[config.mk]
export PLATFORM = sky130hd
export DESIGN_NAME = defuse_round_fsm
export DESIGN_NICKNAME = d
export VERILOG_FILES = /design/src/rtl/bomb_pkg.sv /design/src/rtl/sec_tick.sv /design/src/rtl/defuse_round_fsm.sv
export SDC_FILE = /design/constraint.sdc
export NUM_CORES = 1
export LEC_CHECK = 0
export ABC_AREA = 1
export CORE_MARGIN = 4
export CORE_UTILIZATION = 50
export DETAILED_ROUTE_END_ITERATION = 8
export PLACE_DENSITY = 0.7
export SYNTH_ARGS = -nofsm -noshare
export SYNTH_HDL_FRONTEND = slang
export SYNTH_SLANG_ARGS = --single-unit
[constraint.sdc]
create_clock -name clk -period 5.6 [get_ports clk]
set_input_delay 0.56 -clock clk [delete_from_list [all_inputs] [get_ports clk]]
set_output_delay 0.56 -clock clk [all_outputs]
set_load 0.02 [all_outputs]
[src/rtl/bomb_pkg.sv]
// rtl/bomb_pkg.sv - shared bomb-game types, widths and default time constants
package bomb_pkg;

    localparam int CODE_W = 5;
    localparam int SECS_W = 5;

    localparam int DEF_TICK_DIV    = 50_000_000;
    localparam int DEF_SHOW_SEC    = 5;
    localparam int DEF_COUNT_SEC   = 20;
    localparam int DEF_RESULT_SEC  = 3;
    localparam int DEF_MAX_TRIES   = 3;
    localparam int DEF_PENALTY_SEC = 4;

    typedef enum logic [2:0] {
        ST_IDLE,
        ST_SHOW,
        ST_COUNT,
        ST_FAIL,
        ST_SUCCESS,
        ST_RESTART
    } round_state_t;

    // Countdown subtraction that stops at zero instead of wrapping.
    function automatic logic [SECS_W-1:0] sat_sub(input logic [SECS_W-1:0] a,
                                                  input logic [SECS_W:0]   b);
        if (b >= {1'b0, a})
            return '0;
        else
            return a - b[SECS_W-1:0];
    endfunction

endpackage

[src/rtl/sec_tick.sv]
// rtl/sec_tick.sv - one-second tick divider; clr restarts the second on the same cycle
module sec_tick #(
    parameter int TICK_DIV = 50_000_000
) (
    input  logic clk,
    input  logic rst_p,
    input  logic clr,
    output logic tick
);

    localparam int W = (TICK_DIV > 1) ? $clog2(TICK_DIV) : 1;
    localparam logic [W-1:0] LAST = W'(TICK_DIV - 1);

    logic [W-1:0] cnt;
    logic [W-1:0] cnt_eff;

    // clr makes the current cycle count as zero, so a new state always gets a full second.
    assign cnt_eff = clr ? '0 : cnt;
    assign tick    = (cnt_eff == LAST);

    always_ff @(posedge clk) begin
        if (rst_p)
            cnt <= '0;
        else if (tick)
            cnt <= '0;
        else
            cnt <= cnt_eff + W'(1);
    end

endmodule

[src/rtl/defuse_round_fsm.sv]
// rtl/defuse_round_fsm.sv - one defusal round (show, countdown, guesses, result); option LOCKOUT_PENALTY_EN
module defuse_round_fsm
    import bomb_pkg::*;
#(
    parameter int TICK_DIV    = DEF_TICK_DIV,
    parameter int SHOW_SEC    = DEF_SHOW_SEC,
    parameter int COUNT_SEC   = DEF_COUNT_SEC,
    parameter int RESULT_SEC  = DEF_RESULT_SEC,
    parameter int MAX_TRIES   = DEF_MAX_TRIES,
    parameter int PENALTY_SEC = DEF_PENALTY_SEC
) (
    input  logic              clk,
    input  logic              rst_p,
    input  logic              showing,
    input  logic [CODE_W-1:0] random,
    input  logic              start,
    input  logic              startInput,
    input  logic [CODE_W-1:0] code_in,
    input  logic              code_valid,
    output logic              endOfShow,
    output logic              infail,
    output logic              insuccess,
    output logic              repeatRst,
    output logic [SECS_W-1:0] secs_left,
    output logic [1:0]        tries_left
);

    typedef logic [SECS_W:0] amt_t;

    localparam logic [7:0]        SHOW_LAST   = 8'(SHOW_SEC - 1);
    localparam logic [7:0]        RESULT_LAST = 8'(RESULT_SEC - 1);
    localparam logic [SECS_W-1:0] COUNT_INIT  = SECS_W'(COUNT_SEC);
    localparam logic [1:0]        TRIES_INIT  = 2'(MAX_TRIES);
    localparam amt_t              PEN_AMT     = amt_t'(PENALTY_SEC);
`ifdef LOCKOUT_PENALTY_EN
    localparam bit                PEN_EN      = 1'b1;
`else
    localparam bit                PEN_EN      = 1'b0;
`endif

    round_state_t      state;
    round_state_t      state_d1;
    logic [CODE_W-1:0] code;
    logic [7:0]        sec_cnt;
    logic              tick;
    logic              entered;

    assign entered = (state != state_d1);

    sec_tick #(
        .TICK_DIV (TICK_DIV)
    ) u_sec_tick (
        .clk   (clk),
        .rst_p (rst_p),
        .clr   (entered),
        .tick  (tick)
    );

    logic              hit;
    logic              miss;
    amt_t              dec_amt;
    logic [SECS_W-1:0] secs_next;
    logic [1:0]        tries_next;

    always_comb begin
        hit        = code_valid && startInput && (code_in == code);
        miss       = code_valid && startInput && (code_in != code);
        dec_amt    = amt_t'(tick && start) + ((miss && PEN_EN) ? PEN_AMT : amt_t'(0));
        secs_next  = sat_sub(secs_left, dec_amt);
        tries_next = miss ? (tries_left - 2'd1) : tries_left;
    end

    always_ff @(posedge clk) begin
        if (rst_p) begin
            state      <= ST_IDLE;
            state_d1   <= ST_IDLE;
            code       <= '0;
            sec_cnt    <= '0;
            endOfShow  <= 1'b0;
            infail     <= 1'b0;
            insuccess  <= 1'b0;
            repeatRst  <= 1'b0;
            secs_left  <= '0;
            tries_left <= '0;
        end else begin
            state_d1  <= state;
            repeatRst <= 1'b0;
            if (state != ST_IDLE && !showing) begin
                state      <= ST_IDLE;
                sec_cnt    <= '0;
                endOfShow  <= 1'b0;
                infail     <= 1'b0;
                insuccess  <= 1'b0;
                secs_left  <= '0;
                tries_left <= '0;
            end else begin
                case (state)
                    ST_IDLE: begin
                        if (showing) begin
                            state      <= ST_SHOW;
                            code       <= random;
                            tries_left <= TRIES_INIT;
                            secs_left  <= COUNT_INIT;
                            sec_cnt    <= '0;
                        end
                    end
                    ST_SHOW: begin
                        if (tick) begin
                            if (sec_cnt == SHOW_LAST) begin
                                state     <= ST_COUNT;
                                endOfShow <= 1'b1;
                                sec_cnt   <= '0;
                            end else begin
                                sec_cnt <= sec_cnt + 8'd1;
                            end
                        end
                    end
                    ST_COUNT: begin
                        // A correct guess beats a simultaneous final tick; secs_left freezes as-is.
                        if (hit) begin
                            state     <= ST_SUCCESS;
                            insuccess <= 1'b1;
                            sec_cnt   <= '0;
                        end else begin
                            secs_left  <= secs_next;
                            tries_left <= tries_next;
                            if (secs_next == '0 || (miss && tries_next == 2'd0)) begin
                                state   <= ST_FAIL;
                                infail  <= 1'b1;
                                sec_cnt <= '0;
                            end
                        end
                    end
                    ST_FAIL, ST_SUCCESS: begin
                        if (tick) begin
                            if (sec_cnt == RESULT_LAST) begin
                                state     <= ST_RESTART;
                                repeatRst <= 1'b1;
                                endOfShow <= 1'b0;
                                infail    <= 1'b0;
                                insuccess <= 1'b0;
                                sec_cnt   <= '0;
                            end else begin
                                sec_cnt <= sec_cnt + 8'd1;
                            end
                        end
                    end
                    ST_RESTART: begin
                        state <= ST_IDLE;
                    end
                    default: begin
                        state <= ST_IDLE;
                    end
                endcase
            end
        end
    end

endmodule
==> qor.csv <==
stage,metric,value,unit
final_layout,layout cells sized above 1,0.0827,
logic_synthesis,Synthesized Nets,566,
logic_synthesis,library cells used by synthesis,40,
sta,final clock skew,5.71,ps
clock_network,clk sink count,56,
floorplanning,initial core utilization,0.517,
critical_path,Critical Path RT,5860,ps
power_and_ir_drop,Pint,0.794,mW
power_and_ir_drop,Total Power,1.39,mW
power_and_ir_drop,Clk pwr share,0.199,
sta,Final setup viols,0,
logic_synthesis,"EDFF count, synth",0,
final_layout,ANT cells,0,
final_layout,"most common cell after layout, fill and taps aside",nand2_1,
critical_path,slowest cell delay on critical path,540,ps
final_layout,area of the multi-input gates,2010,sq um
logic_synthesis,post-synthesis async set-or-reset flop share,0,
worst_hold_path,HP Class,flop to flop,
floorplanning,core area,6830,sq um
clock_network,CTS tree,done,
power_and_ir_drop,Logic pwr share,0.427,
clock_network,Clock Pin Slew Worst Setup and Hold Paths,100,ps
power_and_ir_drop,P_sw,0.592,mW
sta,"Min Clock Period, post-route",3790,ps
critical_path,Critical Path Fanout Max,19,
drt,via count,3409,
drt,Routed WL per cell,11.9,microns
global_route,vias in the first global route,3042,
clock_network,Resize count post-CTS,0,
final_layout,FF+latch area,1120,sq um
clock_network,TritonCTS Buffers,5,
final_layout,most frequent cells in the layout,"nand2_1 (125), inv_1 (84), nor2_1 (73), dfxtp_1 (56), nand3_1 (38)",
global_route,GRT overflow,0,
logic_synthesis,Synth Warn #,0,
drt,DR iter-0 viols,196,
critical_path,crit path DAT,4050,ps
power_and_ir_drop,power density cells,350,nW/um^2
placement,PortBufs,26,
critical_path,critical path class,flop to flop,
placement,HPWL after DPL,6.11,mm
drt,"antenna viol nets, final",0,
logic_synthesis,Synth area leaders,"dfxtp_1 (32%), nand2_1 (13%), inv_1 (8.9%)",
logic_synthesis,sequential element share of the synthesized area,0.317,
logic_synthesis,Mapped Area,3530,sq um
power_and_ir_drop,Peak supply drop,182,uV
placement,gpl congestion,0.947,
global_route,largest net degree at the start of global routing,27,
sta,fin crit share,0.677,
sta,count of final hold-check violations,0,
clock_network,"Clk Latency, worst-skew pair",320,ps
floorplanning,Die Y,92.1,microns
power_and_ir_drop,leakage,1.59,nW
global_route,all-layer global routing usage,0.191,
clock_network,CTS H-Tree Depth,2,
critical_path,slowest CP cell,dfxtp_1,
power_and_ir_drop,Net Sw Frac,0.427,
clock_network,number of hold buffers added after CTS,0,
drt,drt drc,0,
sta,Slew @ Worst Pin,1100,ps
sta,Slew HR,0.266,
drt,DRT Pass-1 Iters,4,
clock_network,"Setup Fix Bufs, Post-CTS",0,
critical_path,endpoint class of the critical path,flop,
sta,max-slew violation count,0,
final_layout,final net count,589,
logic_synthesis,Synth area leader,dfxtp_1,
sta,fmax,264,MHz
flow_run,Max Cap Viol,0,
sta,setup TNS,0,ps
logic_synthesis,Avg Inst Size Synth,6.50,sq um
clock_network,Root Buffer,clkbuf_8,
logic_synthesis,top_reg_cell synth,dfxtp_1,
floorplanning,# IOs,27,
run_status,outcome,finished clean,
floorplanning,# rows,30,
critical_path,critical path launch point type,flop,
global_route,initial antenna violation count,0,
floorplanning,die width,92.1,microns
logic_synthesis,Yosys top cell area share,0.317,
logic_synthesis,Syn Inst Count,544,
clock_network,Longest Clk Path Bufs,2,
sta,RSZ-0062 raised after global routing,no,
final_layout,fillcell total,698,
drt,via/cell ratio,5.13,
power_and_ir_drop,sequential share of power,0.374,
drt,final WL,7.87,mm
floorplanning,die area,8480,sq um
logic_synthesis,#FFs+latches synth,56,
final_layout,area delta synth->final,12.0,%
global_route,first-pass GRT wire length,13.3,mm
critical_path,CP most frequent cell,nand2_1,
## stage by stage
step                      hold WS, ps   util  worst slack (ps)  std cells  instance area (sq um)
after global placement            440  0.562              1970        656                   3840
after floorplan                   443      -              2250        544                   3530
after global routing              499  0.579              1290        664                   3960
after detailed placement          443  0.562              1820        656                   3840
after CTS                         462  0.579              1790        664                   3960
final                             459  0.579              1810        664                   3960
## flip-flops by register name, indices dropped and copies added, names as in the netlist
signal	count
sec_cnt	8
code	5
tries_left	2
infail	1
repeatRst	1
state	3
endOfShow	1
u_sec_tick.cnt	26
secs_left	5
state_d1	3
insuccess	1
## synthesized netlist by cell type (3+ instances only)
cell type,count
xnor2_1,4
nand2_1,125
buf_2,3
nand4_1,21
o21ai_0,25
a31oi_1,3
nand2_4,5
nand3_1,38
nor2_4,4
a21oi_1,35
nor3_2,3
o211ai_1,5
inv_1,84
nor2_1,73
xor2_1,3
buf_6,3
nor3_1,7
nand2_2,6
dfxtp_1,56
ha_1,6
nor2_2,8
## cell type report
cell class | instances | share of cell area
Multi-Input combinational cell | 390 | 0.507
Inverter | 88 | 0.0841
Clock buffer | 5 | 0.0174
Tap cell | 96 | 0.0303
Sequential cell | 56 | 0.283
Clock inverter | 3 | 0.0120
Timing Repair Buffer | 26 | 0.0657
## worst paths after layout
path         depth (start not counted)                       to  slack (ps)              startpoint
max                                 28  sec_cnt[4]$_SDFFE_PP0P_        1810   state[0]$_SDFFE_PP0P_
min                                  2   endOfShow$_SDFFE_PP0P_         460  endOfShow$_SDFFE_PP0P_
min reg2reg                          2   endOfShow$_SDFFE_PP0P_         460  endOfShow$_SDFFE_PP0P_
max reg2reg                         28  sec_cnt[4]$_SDFFE_PP0P_        1810   state[0]$_SDFFE_PP0P_
## power groups by stage
stage,logic (mW),clock network [mW],registers (mW)
CTS,0.594,0.285,0.517
detailed placement,0.592,0,0.526
finish,0.592,0.276,0.518
global route,0.670,0.302,0.527
floorplan,0.474,0,0.526
global placement,0.585,0,0.524
## per-layer routing
layer	wire length (microns)	vias to the layer above	global-route usage	part of all wire
li1	-	1784	-	-
met1	3670	1531	0.239	0.47
met5	0	-	0	0
met2	3610	71	0.318	0.46
met3	314	23	0.0328	0.040
met4	277	0	0.0903	0.035
## cells by family after synthesis
logic type                 after synthesis  share of synthesized area
adders and majority gates                6                     0.0212
and+or+nand+nor                        305                      0.420
buffers and inverters                   98                      0.114
xor gates and xnor gates                 7                     0.0174
DFF                                     56                      0.317
AOI/OAI and AO/OA                       72                      0.110
## worst max-delay path: cells and delay by family, from the launching register on
kind	cells	cell delay [ps]
adder cells (fa/ha/maj)	2	430
buffers and inverters	4	240
flip-flops	1	540
AND/OR/NAND/NOR	22	2510
(Power assumes the default switching activity.)
